File: config.mk
export PLATFORM = sky130hd
export DESIGN_NAME = mips_instr_encoder
export DESIGN_NICKNAME = d
export VERILOG_FILES = /design/src/rtl/mips_instr_encoder.sv
export SDC_FILE = /design/constraint.sdc
export NUM_CORES = 1
export LEC_CHECK = 0
export BUFFER_PORTS_ARGS = -buffer_cell sky130_fd_sc_hd__buf_2
export CAP_MARGIN = 20
export CORE_UTILIZATION = 50
export CTS_CLUSTER_SIZE = 20
export DETAILED_ROUTE_END_ITERATION = 12
export PLACE_DENSITY = 0.81
export SYNTH_ARGS = -nofsm -noshare
export SYNTH_HDL_FRONTEND = slang
export SYNTH_SLANG_ARGS = --single-unit
File: constraint.sdc
create_clock -name clk -period 3.2 [get_ports clk]
set_input_delay 0.16 -clock clk [delete_from_list [all_inputs] [get_ports clk]]
set_output_delay 0.16 -clock clk [all_outputs]
set_load 0.02 [all_outputs]
File: src/rtl/mips_instr_encoder.sv
// mips_instr_encoder
// Program loader for the single-cycle core. It turns symbolic instructions
// (a mnemonic code plus register, shamt and immediate fields) into 32-bit MIPS
// words and writes them to consecutive instruction-memory word addresses,
// starting at 0 for each load session.
//
// Ports
//   clk          clock, all state updates on posedge
//   reset        synchronous, active-high
//   start        pulse: begin a new load session at address 0
//   in_valid     instruction fields valid
//   in_ready     encoder can accept (combinational from state/count/start)
//   mnem         mnemonic code 0..23 (24..31 illegal)
//   rs, rt, rd   register fields
//   shamt        shift amount
//   imm          immediate / branch word offset / lw-sw displacement
//   imem_we      write strobe, one cycle per word
//   imem_addr    word address of the current write
//   imem_wdata   encoded instruction
//   err_illegal  one-cycle pulse when an illegal mnemonic is consumed
//   full         DEPTH words accepted this session
//   word_count   words written this session
module mips_instr_encoder #(
  parameter int unsigned ADDR_W = 6,
  parameter int unsigned DEPTH  = 64
) (
  input  logic              clk,
  input  logic              reset,
  input  logic              start,
  input  logic              in_valid,
  output logic              in_ready,
  input  logic [4:0]        mnem,
  input  logic [4:0]        rs,
  input  logic [4:0]        rt,
  input  logic [4:0]        rd,
  input  logic [4:0]        shamt,
  input  logic [15:0]       imm,
  output logic              imem_we,
  output logic [ADDR_W-1:0] imem_addr,
  output logic [31:0]       imem_wdata,
  output logic              err_illegal,
  output logic              full,
  output logic [ADDR_W:0]   word_count
);

  localparam int unsigned CNT_W = ADDR_W + 1;
  localparam logic [CNT_W-1:0] DEPTH_C      = CNT_W'(DEPTH);
  localparam logic [CNT_W-1:0] DEPTH_LAST_C = CNT_W'(DEPTH - 1);

  // R-type function codes
  localparam logic [5:0] FN_SLL  = 6'h00;
  localparam logic [5:0] FN_SRL  = 6'h02;
  localparam logic [5:0] FN_SRA  = 6'h03;
  localparam logic [5:0] FN_SLLV = 6'h04;
  localparam logic [5:0] FN_SRLV = 6'h06;
  localparam logic [5:0] FN_JR   = 6'h08;
  localparam logic [5:0] FN_ADD  = 6'h20;
  localparam logic [5:0] FN_SUB  = 6'h22;
  localparam logic [5:0] FN_AND  = 6'h24;
  localparam logic [5:0] FN_OR   = 6'h25;
  localparam logic [5:0] FN_XOR  = 6'h26;
  localparam logic [5:0] FN_NOR  = 6'h27;
  localparam logic [5:0] FN_SLT  = 6'h2A;
  localparam logic [5:0] FN_SLTU = 6'h2B;

  // I-type opcodes
  localparam logic [5:0] OP_ADDI = 6'h08;
  localparam logic [5:0] OP_SLTI = 6'h0A;
  localparam logic [5:0] OP_ANDI = 6'h0C;
  localparam logic [5:0] OP_ORI  = 6'h0D;
  localparam logic [5:0] OP_XORI = 6'h0E;
  localparam logic [5:0] OP_LUI  = 6'h0F;
  localparam logic [5:0] OP_LW   = 6'h23;
  localparam logic [5:0] OP_SW   = 6'h2B;
  localparam logic [5:0] OP_BEQ  = 6'h04;
  localparam logic [5:0] OP_BNE  = 6'h05;

  typedef enum logic [1:0] {
    S_IDLE = 2'd0,
    S_RUN  = 2'd1,
    S_FULL = 2'd2
  } state_t;

  state_t            r_state, w_state_nxt;
  logic [CNT_W-1:0]  r_acc, w_acc_nxt;
  logic [CNT_W-1:0]  r_wc, w_wc_nxt;
  logic              r_we, w_we_nxt;
  logic              r_err, w_err_nxt;
  logic [ADDR_W-1:0] r_addr, w_addr_nxt;
  logic [31:0]       r_wdata, w_wdata_nxt;

  logic              w_legal;
  logic [31:0]       w_word;
  logic              w_hs;

  function automatic logic [31:0] rtype(input logic [4:0] f_rs, input logic [4:0] f_rt,
                                        input logic [4:0] f_rd, input logic [4:0] f_sh,
                                        input logic [5:0] f_fn);
    return {6'b000000, f_rs, f_rt, f_rd, f_sh, f_fn};
  endfunction

  function automatic logic [31:0] itype(input logic [5:0] f_op, input logic [4:0] f_rs,
                                        input logic [4:0] f_rt, input logic [15:0] f_imm);
    return {f_op, f_rs, f_rt, f_imm};
  endfunction

  // Mnemonic to instruction word, with the per-instruction field forcing
  always_comb begin
    w_legal = 1'b1;
    w_word  = 32'h0000_0000;
    case (mnem)
      5'd0:  w_word = rtype(5'd0, rt, rd, shamt, FN_SLL);
      5'd1:  w_word = rtype(5'd0, rt, rd, shamt, FN_SRL);
      5'd2:  w_word = rtype(5'd0, rt, rd, shamt, FN_SRA);
      5'd3:  w_word = rtype(rs, rt, rd, 5'd0, FN_SLLV);
      5'd4:  w_word = rtype(rs, rt, rd, 5'd0, FN_SRLV);
      5'd5:  w_word = rtype(rs, 5'd0, 5'd0, 5'd0, FN_JR);
      5'd6:  w_word = rtype(rs, rt, rd, 5'd0, FN_ADD);
      5'd7:  w_word = rtype(rs, rt, rd, 5'd0, FN_SUB);
      5'd8:  w_word = rtype(rs, rt, rd, 5'd0, FN_AND);
      5'd9:  w_word = rtype(rs, rt, rd, 5'd0, FN_OR);
      5'd10: w_word = rtype(rs, rt, rd, 5'd0, FN_XOR);
      5'd11: w_word = rtype(rs, rt, rd, 5'd0, FN_NOR);
      5'd12: w_word = rtype(rs, rt, rd, 5'd0, FN_SLT);
      5'd13: w_word = rtype(rs, rt, rd, 5'd0, FN_SLTU);
      5'd14: w_word = itype(OP_ADDI, rs, rt, imm);
      5'd15: w_word = itype(OP_SLTI, rs, rt, imm);
      5'd16: w_word = itype(OP_ANDI, rs, rt, imm);
      5'd17: w_word = itype(OP_ORI, rs, rt, imm);
      5'd18: w_word = itype(OP_XORI, rs, rt, imm);
      5'd19: w_word = itype(OP_LUI, 5'd0, rt, imm);
      5'd20: w_word = itype(OP_LW, rs, rt, imm);
      5'd21: w_word = itype(OP_SW, rs, rt, imm);
      5'd22: w_word = itype(OP_BEQ, rs, rt, imm);
      5'd23: w_word = itype(OP_BNE, rs, rt, imm);
      default: w_legal = 1'b0;
    endcase
  end

  // Accept only while running, not on a start cycle, and below DEPTH
  assign in_ready = (r_state == S_RUN) && !start && (r_acc < DEPTH_C);
  assign w_hs     = in_valid && in_ready;

  // Next-state and registered-output logic
  always_comb begin
    w_state_nxt = r_state;
    w_acc_nxt   = r_acc;
    w_wc_nxt    = r_wc;
    w_we_nxt    = 1'b0;
    w_err_nxt   = 1'b0;
    w_addr_nxt  = r_addr;
    w_wdata_nxt = r_wdata;

    // word_count tracks writes already presented on the memory port
    if (r_we && (r_wc != DEPTH_C)) begin
      w_wc_nxt = r_wc + CNT_W'(1);
    end

    if (start) begin
      // New session from any state; a write in flight is not counted
      w_state_nxt = S_RUN;
      w_acc_nxt   = '0;
      w_wc_nxt    = '0;
      w_addr_nxt  = '0;
    end else begin
      case (r_state)
        S_RUN: begin
          if (w_hs) begin
            if (w_legal) begin
              w_we_nxt    = 1'b1;
              w_addr_nxt  = r_acc[ADDR_W-1:0];
              w_wdata_nxt = w_word;
              w_acc_nxt   = r_acc + CNT_W'(1);
              if (r_acc == DEPTH_LAST_C) begin
                w_state_nxt = S_FULL;
              end
            end else begin
              w_err_nxt = 1'b1;
            end
          end
        end
        S_FULL:  w_state_nxt = S_FULL;
        default: w_state_nxt = S_IDLE;
      endcase
    end
  end

  // State and output registers
  always_ff @(posedge clk) begin
    if (reset) begin
      r_state <= S_IDLE;
      r_acc   <= '0;
      r_wc    <= '0;
      r_we    <= 1'b0;
      r_err   <= 1'b0;
      r_addr  <= '0;
      r_wdata <= 32'h0000_0000;
    end else begin
      r_state <= w_state_nxt;
      r_acc   <= w_acc_nxt;
      r_wc    <= w_wc_nxt;
      r_we    <= w_we_nxt;
      r_err   <= w_err_nxt;
      r_addr  <= w_addr_nxt;
      r_wdata <= w_wdata_nxt;
    end
  end

  assign imem_we     = r_we;
  assign imem_addr   = r_addr;
  assign imem_wdata  = r_wdata;
  assign err_illegal = r_err;
  assign full        = (r_state == S_FULL);
  assign word_count  = r_wc;

endmodule

==> run_results.csv <==
group,metric,value,unit
status,run_status,"finished, final reports clean",
sta,final_hold_viol_count,0,
synth,post_synth_mux_area_share,0.00795,
global_route,grt_start_max_net_pins,34,
power,seq_power_share,0.574,
sta,setup_viol,0,
sta,setup-tns-final,0,ns
floorplan,die_height,73.0,um
drt,dr.first_iter.drc_count,78,
worst_setup_path,worst-endpoint-required,3.46,ns
power,p_sw_frac,0.260,
power,netSwitchingPower,317,uW
placed_design,postPlaceCellArea,2980,um^2
worst_setup_path,timing.critical_path.slowest_stage_cell,"a2111oi_4",
synth,synth_area_in_compound_gates,0.215,
drt,route.detailed.drc,0,
sta,final_max_slew_viol_count,0,
drt,finalWirelength,5750,um
synth,synth.yosys.seq_area_share,0.437,
synth,synth-seq-cells,55,
power,leakagePower,0.00131,uW
floorplan,core.rowCount,25,
power,cell_internal_pwr,904,uW
synth,post_synth_top_flop,"dfxtp_1",
synth,synth_area_leaders,"dfxtp_1 44%, nor2_1 5.5%, nand2_1 4.0%",
global_route,global_route_wire_length_before_repair,9510,um
synth,syn_avg_cell_area,8.87,um^2
synth,postSynthCellCount,284,
drt,drt_first_pass_iters,4,
cts,cts_made_buffers,5,
drt,antenna_violating_nets_post_route,0,
global_route,global_route.usage.total,0.227,
worst_setup_path,start_kind,"register",
layout,layout.nets,416,
sta,rsz0062_at_grt,"no",
worst_setup_path,cp_data_arrival_time,2.35,ns
worst_hold_path,hold_path_class,"input port to register",
global_route,grt_pass1_vias,2205,
cts,clock-root-buffer,"clkbuf_8",
layout,final-instance-count-excl-fill,434,
power,pwr-share-clk,0.305,
sta,final.setup_skew,0.00709,ns
sta,worst-slew-pin-transition,0.755,ns
drt,num_vias,2301,
global_route,grt_overflow,0,
sta,final_min_period_over_clock_period,0.655,
synth,synth_enable_flop_cells,0,
floorplan,number_of_i_o_pins,94,
synth,number_of_nets_produced_by_synthesis,334,
synth,synth_top_family_by_area,"simple AND/OR/NAND/NOR gates",
layout,flow.area_growth_from_synthesis,21.7,%
sta,finalWorstPathRequiredPeriod,2.10,ns
drt,vias_per_inst,5.30,
cts,clock_insertion_delay_worst_skew,0.31,ns
layout,finish.instance_area,3060,um^2
synth,synth_top_area_frac,0.437,
worst_setup_path,timing.setup.critical_path_class,"register to register",
worst_setup_path,crit_chain,"inv_1 -> ha_1 -> and4bb_2 -> nand2_2 -> a2111oi_4 -> a22o_1",
drt,wl_per_cell,13.2,um
sta,maxClockFrequency,477,MHz
power,power_density,398,nW/um^2
floorplan,floorplan.die.width,73.0,um
floorplan,floorplan_core_area,4790,um^2
synth,post-synth-top-area-cell,"dfxtp_1",
placed_design,io_buffer_count,92,
cts,cts.htree.levels,2,
floorplan,die_area,5330,um^2
cts,cts_repair_resize_count,0,
cts,postCtsSetupRepairBufs,0,
cts,ctsLongestPathBuffers,2,
cts,worst_setup_hold_path_clk_slew,0.10,ns
placed_design,place.gp.congestion,0.825,
worst_setup_path,crit_fanout,33,
placed_design,place_hpwl,4060,um
synth,synth_fa_ha_area_frac,0.0248,
synth,combined_area_of_all_synthesized_cells,2520,um^2
worst_setup_path,cp-end-kind,"register",
cts,cts_sink_count,55,
synth,synth_area_in_xor_xnor,0.0383,
synth,synth_simple_gate_area_frac,0.229,
sta,relSlewSlack,0.493,
placed_design,place_inst,426,
synth,synthArstFlopShare,0,
synth,synth-warning-count,0,
cts,tritoncts,"done",
floorplan,initial_utilization,0.526,
power,irDropWorstVdd,0.000234,V
synth,synthDistinctLibCells,50,
global_route,grt_antenna_before_repair,0,
power,logic_gate_share_of_total_power,0.121,
worst_setup_path,cp_num_buf_inv,1,
worst_setup_path,critPathTopFamily,"simple AND/OR/NAND/NOR gates",
run,max_cap_viols,0,
worst_setup_path,slowest_delay,0.47,ns
layout,final_layout_size_suffix_gt1_frac,0.302,
layout,antenna_cells_inserted,0,
cts,cts.hold.buffers_added,0,
power,power,1220,uW
-- metrics by stage --
step                      setup slack (ns)   util  hold WS [ns]
final                                 1.10  0.640        0.0686
after global routing                 0.888  0.640        0.0687
after CTS                             1.09  0.640        0.0615
after detailed placement              1.15  0.622         0.386
after global placement                1.21  0.622         0.380
after floorplan                       1.67      -         0.278
-- area by class of cell --
cell class / instances / area (um^2)
clock buffers: 6 / 72.6
repair buffers: 93 / 468
clock inverters: 2 / 12.5
inverters: 7 / 26.3
fillers: 414 / 1720
well taps: 67 / 83.8
flip-flops and latches: 55 / 1100
multi-input cells: 204 / 1300
-- Yosys cell counts (all sizes together) (2+ instances only) --
| cell type | count |
|---|---|
| mux2i | 2 |
| a21oi | 20 |
| or3 | 3 |
| xor2 | 9 |
| buf | 11 |
| inv | 7 |
| a221oi | 11 |
| nand4 | 6 |
| clkbuf | 7 |
| and4bb | 2 |
| o21ai | 7 |
| nand2 | 28 |
| nand3 | 5 |
| a22o | 5 |
| a22oi | 7 |
| nor2 | 38 |
| o311ai | 2 |
| nor3 | 14 |
| or2 | 3 |
| xnor2 | 2 |
| a211oi | 3 |
| and2 | 2 |
| o31ai | 2 |
| a2111oi | 2 |
| a311oi | 3 |
| dfxtp | 55 |
| ha | 5 |
| nand2b | 8 |
| nor4b | 2 |
-- metal layers --
layer  wire [um]  vias to the layer above  GRT usage  share of wire
met1        2620                     1048      0.279           0.46
li1            -                     1178          -              -
met3         321                        8     0.0525          0.056
met4          98                        0     0.0893          0.017
met5           0                        -          0              0
met2        2710                       67      0.384           0.47
-- layout by cell type, fill, tap and decap left out, types with 2 or more instances in the layout --
cell and count:
mux2i_1 2, a211oi_1 3, xor2_1 9, a221oi_1 10, nor2_1 37, or2_2 3
dfxtp_1 55, a21oi_1 19, nand3_1 5, o311ai_0 2, nor4b_1 2, a22o_1 5
and2_1 2, nand4_1 6, a22oi_1 7, o31ai_1 2, clkbuf_8 5, xnor2_1 2
nor3_1 14, inv_1 7, nand2b_1 8, buf_2 92, a2111oi_4 2, o21ai_0 6
nand2_1 27, ha_1 5, a311oi_1 2, or3_1 3
-- flip-flops by register name (all words and copies together), names as in the netlist --
register and count:
imem_addr 6, err_illegal 1, word_count 7, r_state 2, imem_we 1, imem_wdata 31
r_acc 7
-- power by group through the flow --
stage	Sequential [uW]	Clock [uW]	Combinational, uW
detailed placement	717	0	146
floorplan	728	0	82.1
finish	701	372	148
CTS	701	385	148
global route	702	403	162
global placement	716	0	144
-- cells by family after synthesis --
| logic type | Yosys count |
|---|---|
| other | 1 |
| multiplexers | 2 |
| buffers and inverters | 25 |
| adder cells (fa/ha/maj) | 5 |
| XOR/XNOR | 11 |
| flip-flops | 55 |
| AND/OR/NAND/NOR | 117 |
| AO/OA/AOI/OAI | 68 |
-- final timing paths --
check                                  start             end  slack, ns  cells past startpoint
worst max-delay path              r_state[1]  imem_wdata[24]       1.10                      6
worst min-delay path                   rs[2]  imem_wdata[23]       0.07                      2
worst max register to register    r_state[1]  imem_wdata[24]       1.10                      6
worst min register to register  imem_addr[4]    imem_addr[4]       0.46                      2
(Power assumes the default switching activity.)
